--- src/rtl/accum_pkg.sv ---
// accum_pkg: shared types and register map for the switch accumulator
package accum_pkg;
    typedef enum logic [1:0] {MODE_ADD, MODE_SUB, MODE_XOR, MODE_RSVD} mode_t;
    typedef enum logic [1:0] {DB_IDLE, DB_PRESS_WAIT, DB_HELD, DB_RELEASE_WAIT} db_state_t;
    localparam logic [1:0] ADDR_SUM    = 2'd0;
    localparam logic [1:0] ADDR_SW     = 2'd1;
    localparam logic [1:0] ADDR_CTRL   = 2'd2;
    localparam logic [1:0] ADDR_STATUS = 2'd3;
    localparam int COUNT_W        = 16;
    localparam int STATUS_OVF_BIT = 16;
    localparam int CTRL_SAT_BIT   = 2;
endpackage

--- src/rtl/key_debounce.sv ---
// key_debounce: 2-flop synchronizer and four-state debounce FSM for an active-low key
module key_debounce
    import accum_pkg::*;
#(
    parameter int DEBOUNCE_CYCLES = 500000
) (
    input  logic clk,
    input  logic reset,
    input  logic key_n,
    output logic press_pulse,
    output logic level
);
    localparam int CW = $clog2(DEBOUNCE_CYCLES);
    localparam logic [CW-1:0] LAST = CW'(DEBOUNCE_CYCLES - 1);
    logic r_meta, r_sync;
    db_state_t r_state, w_state_nxt;
    logic [CW-1:0] r_cnt, w_cnt_nxt;
    logic w_done;
    // synchronizer resets to the released level so reset alone never looks like a press
    always_ff @(posedge clk or posedge reset) begin
        if (reset) begin
            r_meta  <= 1'b1;
            r_sync  <= 1'b1;
            r_state <= DB_IDLE;
            r_cnt   <= '0;
        end else begin
            r_meta  <= key_n;
            r_sync  <= r_meta;
            r_state <= w_state_nxt;
            r_cnt   <= w_cnt_nxt;
        end
    end
    assign w_done = r_cnt == LAST;
    assign level  = (r_state == DB_HELD) || (r_state == DB_RELEASE_WAIT);
    always_comb begin
        w_state_nxt = r_state;
        w_cnt_nxt   = r_cnt + 1'b1;
        press_pulse = 1'b0;
        case (r_state)
            DB_IDLE: begin
                w_cnt_nxt = CW'(1);
                if (!r_sync) w_state_nxt = DB_PRESS_WAIT;
            end
            DB_PRESS_WAIT: begin
                if (r_sync) w_state_nxt = DB_IDLE;
                else if (w_done) begin
                    w_state_nxt = DB_HELD;
                    press_pulse = 1'b1;
                end
            end
            DB_HELD: begin
                w_cnt_nxt = CW'(1);
                if (r_sync) w_state_nxt = DB_RELEASE_WAIT;
            end
            DB_RELEASE_WAIT: begin
                if (!r_sync) w_state_nxt = DB_HELD;
                else if (w_done) w_state_nxt = DB_IDLE;
            end
            default: w_state_nxt = DB_IDLE;
        endcase
    end
endmodule

--- src/rtl/switch_accumulator.sv ---
// switch_accumulator: debounced-key driven ADD/SUB/XOR accumulator with an Avalon-MM register slave
module switch_accumulator
    import accum_pkg::*;
#(
    parameter int DATA_W          = 8,
    parameter int LED_W           = 8,
    parameter int DEBOUNCE_CYCLES = 500000
) (
    input  logic              clk,
    input  logic              reset,
    input  logic [DATA_W-1:0] sw,
    input  logic              key_accum_n,
    input  logic              key_clear_n,
    output logic [LED_W-1:0]  led,
    input  logic [1:0]        address,
    input  logic              read,
    input  logic              write,
    input  logic [31:0]       writedata,
    output logic [31:0]       readdata
);
    logic [DATA_W-1:0] r_sw_meta, r_sw_sync, r_sum, w_result;
    logic [COUNT_W-1:0] r_count;
    logic r_ovf, r_sat;
    mode_t r_mode;
    logic [31:0] r_readdata, w_rdata;
    logic [DATA_W:0] w_add, w_sub;
    logic w_accum_pulse, w_clear_pulse, w_accum_level, w_clear_level;
    logic w_carry, w_acc, w_wr_sum, w_wr_ctrl, w_w1c, w_unused;
    key_debounce #(.DEBOUNCE_CYCLES(DEBOUNCE_CYCLES)) u_accum (
        .clk(clk), .reset(reset), .key_n(key_accum_n),
        .press_pulse(w_accum_pulse), .level(w_accum_level)
    );
    key_debounce #(.DEBOUNCE_CYCLES(DEBOUNCE_CYCLES)) u_clear (
        .clk(clk), .reset(reset), .key_n(key_clear_n),
        .press_pulse(w_clear_pulse), .level(w_clear_level)
    );
    assign w_unused  = ^{writedata, w_accum_level, w_clear_level};
    assign w_wr_sum  = write && address == ADDR_SUM;
    assign w_wr_ctrl = write && address == ADDR_CTRL;
    assign w_w1c     = write && address == ADDR_STATUS && writedata[STATUS_OVF_BIT];
    // clear and bus writes to SUM both pre-empt an accumulate in the same cycle
    assign w_acc     = w_accum_pulse && !w_clear_pulse && !w_wr_sum;
    assign w_add     = {1'b0, r_sum} + {1'b0, r_sw_sync};
    assign w_sub     = {1'b0, r_sum} - {1'b0, r_sw_sync};
    assign w_carry   = (r_mode == MODE_ADD && w_add[DATA_W]) || (r_mode == MODE_SUB && w_sub[DATA_W]);
    assign w_result  = (r_mode == MODE_ADD) ? ((r_sat && w_add[DATA_W]) ? '1 : w_add[DATA_W-1:0]) :
                       (r_mode == MODE_SUB) ? ((r_sat && w_sub[DATA_W]) ? '0 : w_sub[DATA_W-1:0]) :
                       (r_mode == MODE_XOR) ? (r_sum ^ r_sw_sync) : r_sum;
    assign w_rdata   = (address == ADDR_SUM)  ? 32'(r_sum) :
                       (address == ADDR_SW)   ? 32'(r_sw_sync) :
                       (address == ADDR_CTRL) ? 32'({r_sat, r_mode}) : 32'({r_ovf, r_count});
    assign led       = r_sum[LED_W-1:0];
    assign readdata  = r_readdata;
    always_ff @(posedge clk or posedge reset) begin
        if (reset) begin
            r_sw_meta  <= '0;
            r_sw_sync  <= '0;
            r_sum      <= '0;
            r_count    <= '0;
            r_ovf      <= 1'b0;
            r_mode     <= MODE_ADD;
            r_sat      <= 1'b0;
            r_readdata <= '0;
        end else begin
            r_sw_meta <= sw;
            r_sw_sync <= r_sw_meta;
            if (w_clear_pulse) begin
                r_sum   <= '0;
                r_count <= '0;
            end else if (w_wr_sum) r_sum <= writedata[DATA_W-1:0];
            else if (w_acc) begin
                r_sum   <= w_result;
                r_count <= r_count + 1'b1;
            end
            r_ovf <= (w_acc && w_carry) || (r_ovf && !w_w1c);
            if (w_wr_ctrl) begin
                r_mode <= mode_t'(writedata[1:0]);
                r_sat  <= writedata[CTRL_SAT_BIT];
            end
            if (read) r_readdata <= w_rdata;
        end
    end
endmodule

--- config.mk ---
export PLATFORM = sky130hd
export DESIGN_NAME = switch_accumulator
export DESIGN_NICKNAME = d
export VERILOG_FILES = /design/src/rtl/accum_pkg.sv /design/src/rtl/key_debounce.sv /design/src/rtl/switch_accumulator.sv
export SDC_FILE = /design/constraint.sdc
export NUM_CORES = 1
export LEC_CHECK = 0
export ABC_CLOCK_PERIOD_IN_PS = 5260
export BUFFER_PORTS_ARGS = -buffer_cell sky130_fd_sc_hd__clkbuf_2
export CAP_MARGIN = 40
export CORE_UTILIZATION = 60
export DETAILED_ROUTE_END_ITERATION = 6
export GPL_ROUTABILITY_DRIVEN = 0
export GPL_TIMING_DRIVEN = 0
export HOLD_SLACK_MARGIN = 0.1
export PLACE_DENSITY = 0.84
export SLEW_MARGIN = 20
export SYNTH_ARGS = -nofsm -noshare
export SYNTH_HDL_FRONTEND = slang
export SYNTH_SLANG_ARGS = --single-unit
--- constraint.sdc ---
create_clock -name clk -period 5.26 [get_ports clk]
set_input_delay 1.052 -clock clk [delete_from_list [all_inputs] [get_ports clk]]
set_output_delay 1.052 -clock clk [all_outputs]
set_load 0.01 [all_outputs]
==> flow_metrics.tcl <==
set metrics [dict create \
    p_int_mw 1.25 \
    status "finished, final reports clean" \
    p_leak_nw 3.11 \
    grt_antenna_before_repair 0 \
    dp_cells 784 \
    final_common_cell "dfrtp_1" \
    cts.clk_slew.worst_paths_ns 0.10 \
    dp_hpwl_um 8970 \
    finalMaxSlewViolations 0 \
    cts_resized 0 \
    syn_area_per_cell_um2 9.84 \
    fin_cells 800 \
    nets 737 \
    dieArea_um2 10100 \
    timing.final.crit_share_pct 53.8 \
    yosys_warnings 0 \
    postCtsSetupRepairBufs 0 \
    grt_max_degree 84 \
    first_iter_violations 246 \
    clock_power_share_pct 28.3 \
    slew_headroom_pct 45.4 \
    skew_ns 0.0124 \
    cts_tree "built" \
    fin_crit_ns 2.83 \
    ctsRootBufferMaster "clkbuf_8" \
    fin_setup_tns_ns 0 \
    rows 35 \
    tightestPinTransition_ns 0.812 \
    cts.htree.levels 3 \
    start_kind "flip-flop" \
    use_met2_pct 45.2 \
    crit_arrival_ns 3.08 \
    port_buffers 49 \
    ys_types 70 \
    netlist_instances 591 \
    max_stage_delay_ns 0.44 \
    p_switching_mw 0.552 \
    grt_pass1_wl_um 20300 \
    fmax_ghz 0.353 \
    use_met3_pct 4.81 \
    power_density_nw_per_um2 277 \
    syn_area_um2 5810 \
    ys_ff_latch 107 \
    drt_wl_total_um 12200 \
    synth_edf_count 0 \
    met1_usage_pct 32.2 \
    layout_common_cells "103 x dfrtp_1, 49 x clkbuf_2, 46 x nor2_1, 46 x nand2_1, 37 x and2_1" \
    rsz0062_at_grt "no" \
    grt_pass1_vias 4389 \
    viasPerCell 5.58 \
    cp_common_cell "inv_1" \
    ctsHoldBuffers 0 \
    syn_to_final_growth_pct 11.9 \
    synthArstFlopShare_pct 100 \
    cts_sinks 107 \
    hp-class "flip-flop to flip-flop" \
    clkLatencyLatePin_ns 0.37 \
    crit_chain "inv_1, ha_1, inv_1, fa_1, a211oi_1, o211ai_1, o41a_1, nor2b_1, a221oi_1, nor3_1" \
    clock_path_buffers 2 \
    finalSetupViolCount 0 \
    ys_seq_area_share_pct 46.1 \
    pwr-share-seq_pct 50.2 \
    top_usage_layer "met2" \
    wl_per_cell_um 15.2 \
    endpoint_kind "flip-flop" \
    grt-ovfl-total 0 \
    path_buf_inv 2 \
    drtAntennaViolNets 0 \
    swShare_pct 30.7 \
    worstSetupPathType "flip-flop to flip-flop" \
    p_comb_share_pct 21.4 \
    drc 0 \
    floorplan.initialDensity_pct 62.3 \
    cp_slowest_cell "dfrtp_1" \
    synth_flop_cell "dfrtp_1" \
    drive_gt1_share_pct 16.7 \
    peakVddDrop_v 0.000177 \
    crit_fanout 5 \
    max_cap_viol_count 0 \
    vias 4460 \
    num_io_pins 88 \
    crit_required_ns 5.51 \
    path_delay_family "compound AO/OA/AOI/OAI gates" \
    track_usage_pct 25.7 \
    n_antenna_cell 0 \
    core_um2 9330 \
    die_x_um 100 \
    fp.dieH_um 100 \
    cts_buffers 9 \
    hold_viol 0 \
    dr.pass1.iters 5 \
]
## stage by stage
step	power, mW	utilization, %	instance area [µm²]	hold WS [ns]	setup slack [ns]
floorplan	1.19	-	5870	0.331	1.40
global placement	1.28	67.3	6270	0.334	0.315
detailed placement	1.30	67.6	6310	0.336	2.25
CTS	1.81	69.8	6510	0.359	2.43
global route	1.89	69.8	6510	0.363	2.33
finish	1.80	69.8	6510	0.357	2.43
## cell families after synthesis
logic type                 share of synthesized area (%)
DFF                                                 46.1
and+or+nand+nor                                     22.0
AOI/OAI and AO/OA                                   9.08
muxes                                               3.53
adders and majority gates                           5.21
buffers and inverters                               5.55
xor gates and xnor gates                            8.44
other                                             0.0645
## power by group through the flow
stage / logic, mW / registers [mW] / clock network (mW)
2_1_floorplan: 0.272 / 0.917 / 0
3_5_place_dp: 0.380 / 0.920 / 0
3_3_place_gp: 0.363 / 0.918 / 0
4_1_cts: 0.382 / 0.904 / 0.523
5_1_grt: 0.430 / 0.910 / 0.552
6_report: 0.386 / 0.905 / 0.510
## final timing paths
path / start / cells past startpoint / slack [ns] / to
max: led[0] / 10 / 2.43 / led[1]
min: r_sw_meta[1] / 0 / 0.36 / r_sw_sync[1]
max reg2reg: led[0] / 10 / 2.43 / led[1]
min reg2reg: r_sw_meta[1] / 0 / 0.36 / r_sw_sync[1]
max in group asynchronous: reset / 3 / 3.99 / u_clear.r_sync
min in group asynchronous: reset / 2 / 0.61 / u_accum.r_cnt[10]
## per-layer routing
layer  wire, µm  part of all wire, %  vias to the layer above
met5          0                    0                        -
met4        255                  2.1                        0
met3        570                  4.7                       26
met2       5980                   49                      148
met1       5360                   44                     2163
li1           -                    -                     2123
## area by class of cell
| class | instances | area, µm² |
|---|---|---|
| multi-input cells | 430 | 2860 |
| fillers | 674 | 2820 |
| flip-flops and latches | 107 | 2680 |
| repair buffers | 50 | 273 |
| plain buffers | 38 | 210 |
| well taps | 129 | 161 |
| clock buffers | 10 | 128 |
| inverters | 30 | 118 |
| clock inverters | 6 | 73.8 |
## flip-flops by register name (all words and copies together), names as in the netlist, 2 cells and up, named ones only
signal	cells
u_accum.r_cnt	19
u_clear.r_cnt	19
readdata	17
r_count	16
led	8
r_sw_meta	8
r_sw_sync	8
r_mode	2
## cells in the mapped netlist, drive strengths merged (6+ instances only)
library cell,number,area (µm²)
a21oi,23,115
and2,38,238
and3,15,95.1
buf,20,143
clkbuf,18,67.6
dfrtp,103,2580
ha,21,263
inv,30,113
mux2,6,67.6
mux2i,7,70.1
nand2,46,173
nand3,27,135
nand4,10,62.6
nor2,47,179
nor2b,10,62.6
nor3,11,71.3
o21ai,32,160
or3,6,43.8
xnor2,33,289
xor2,23,201
Power figures use the tool's default switching activity.
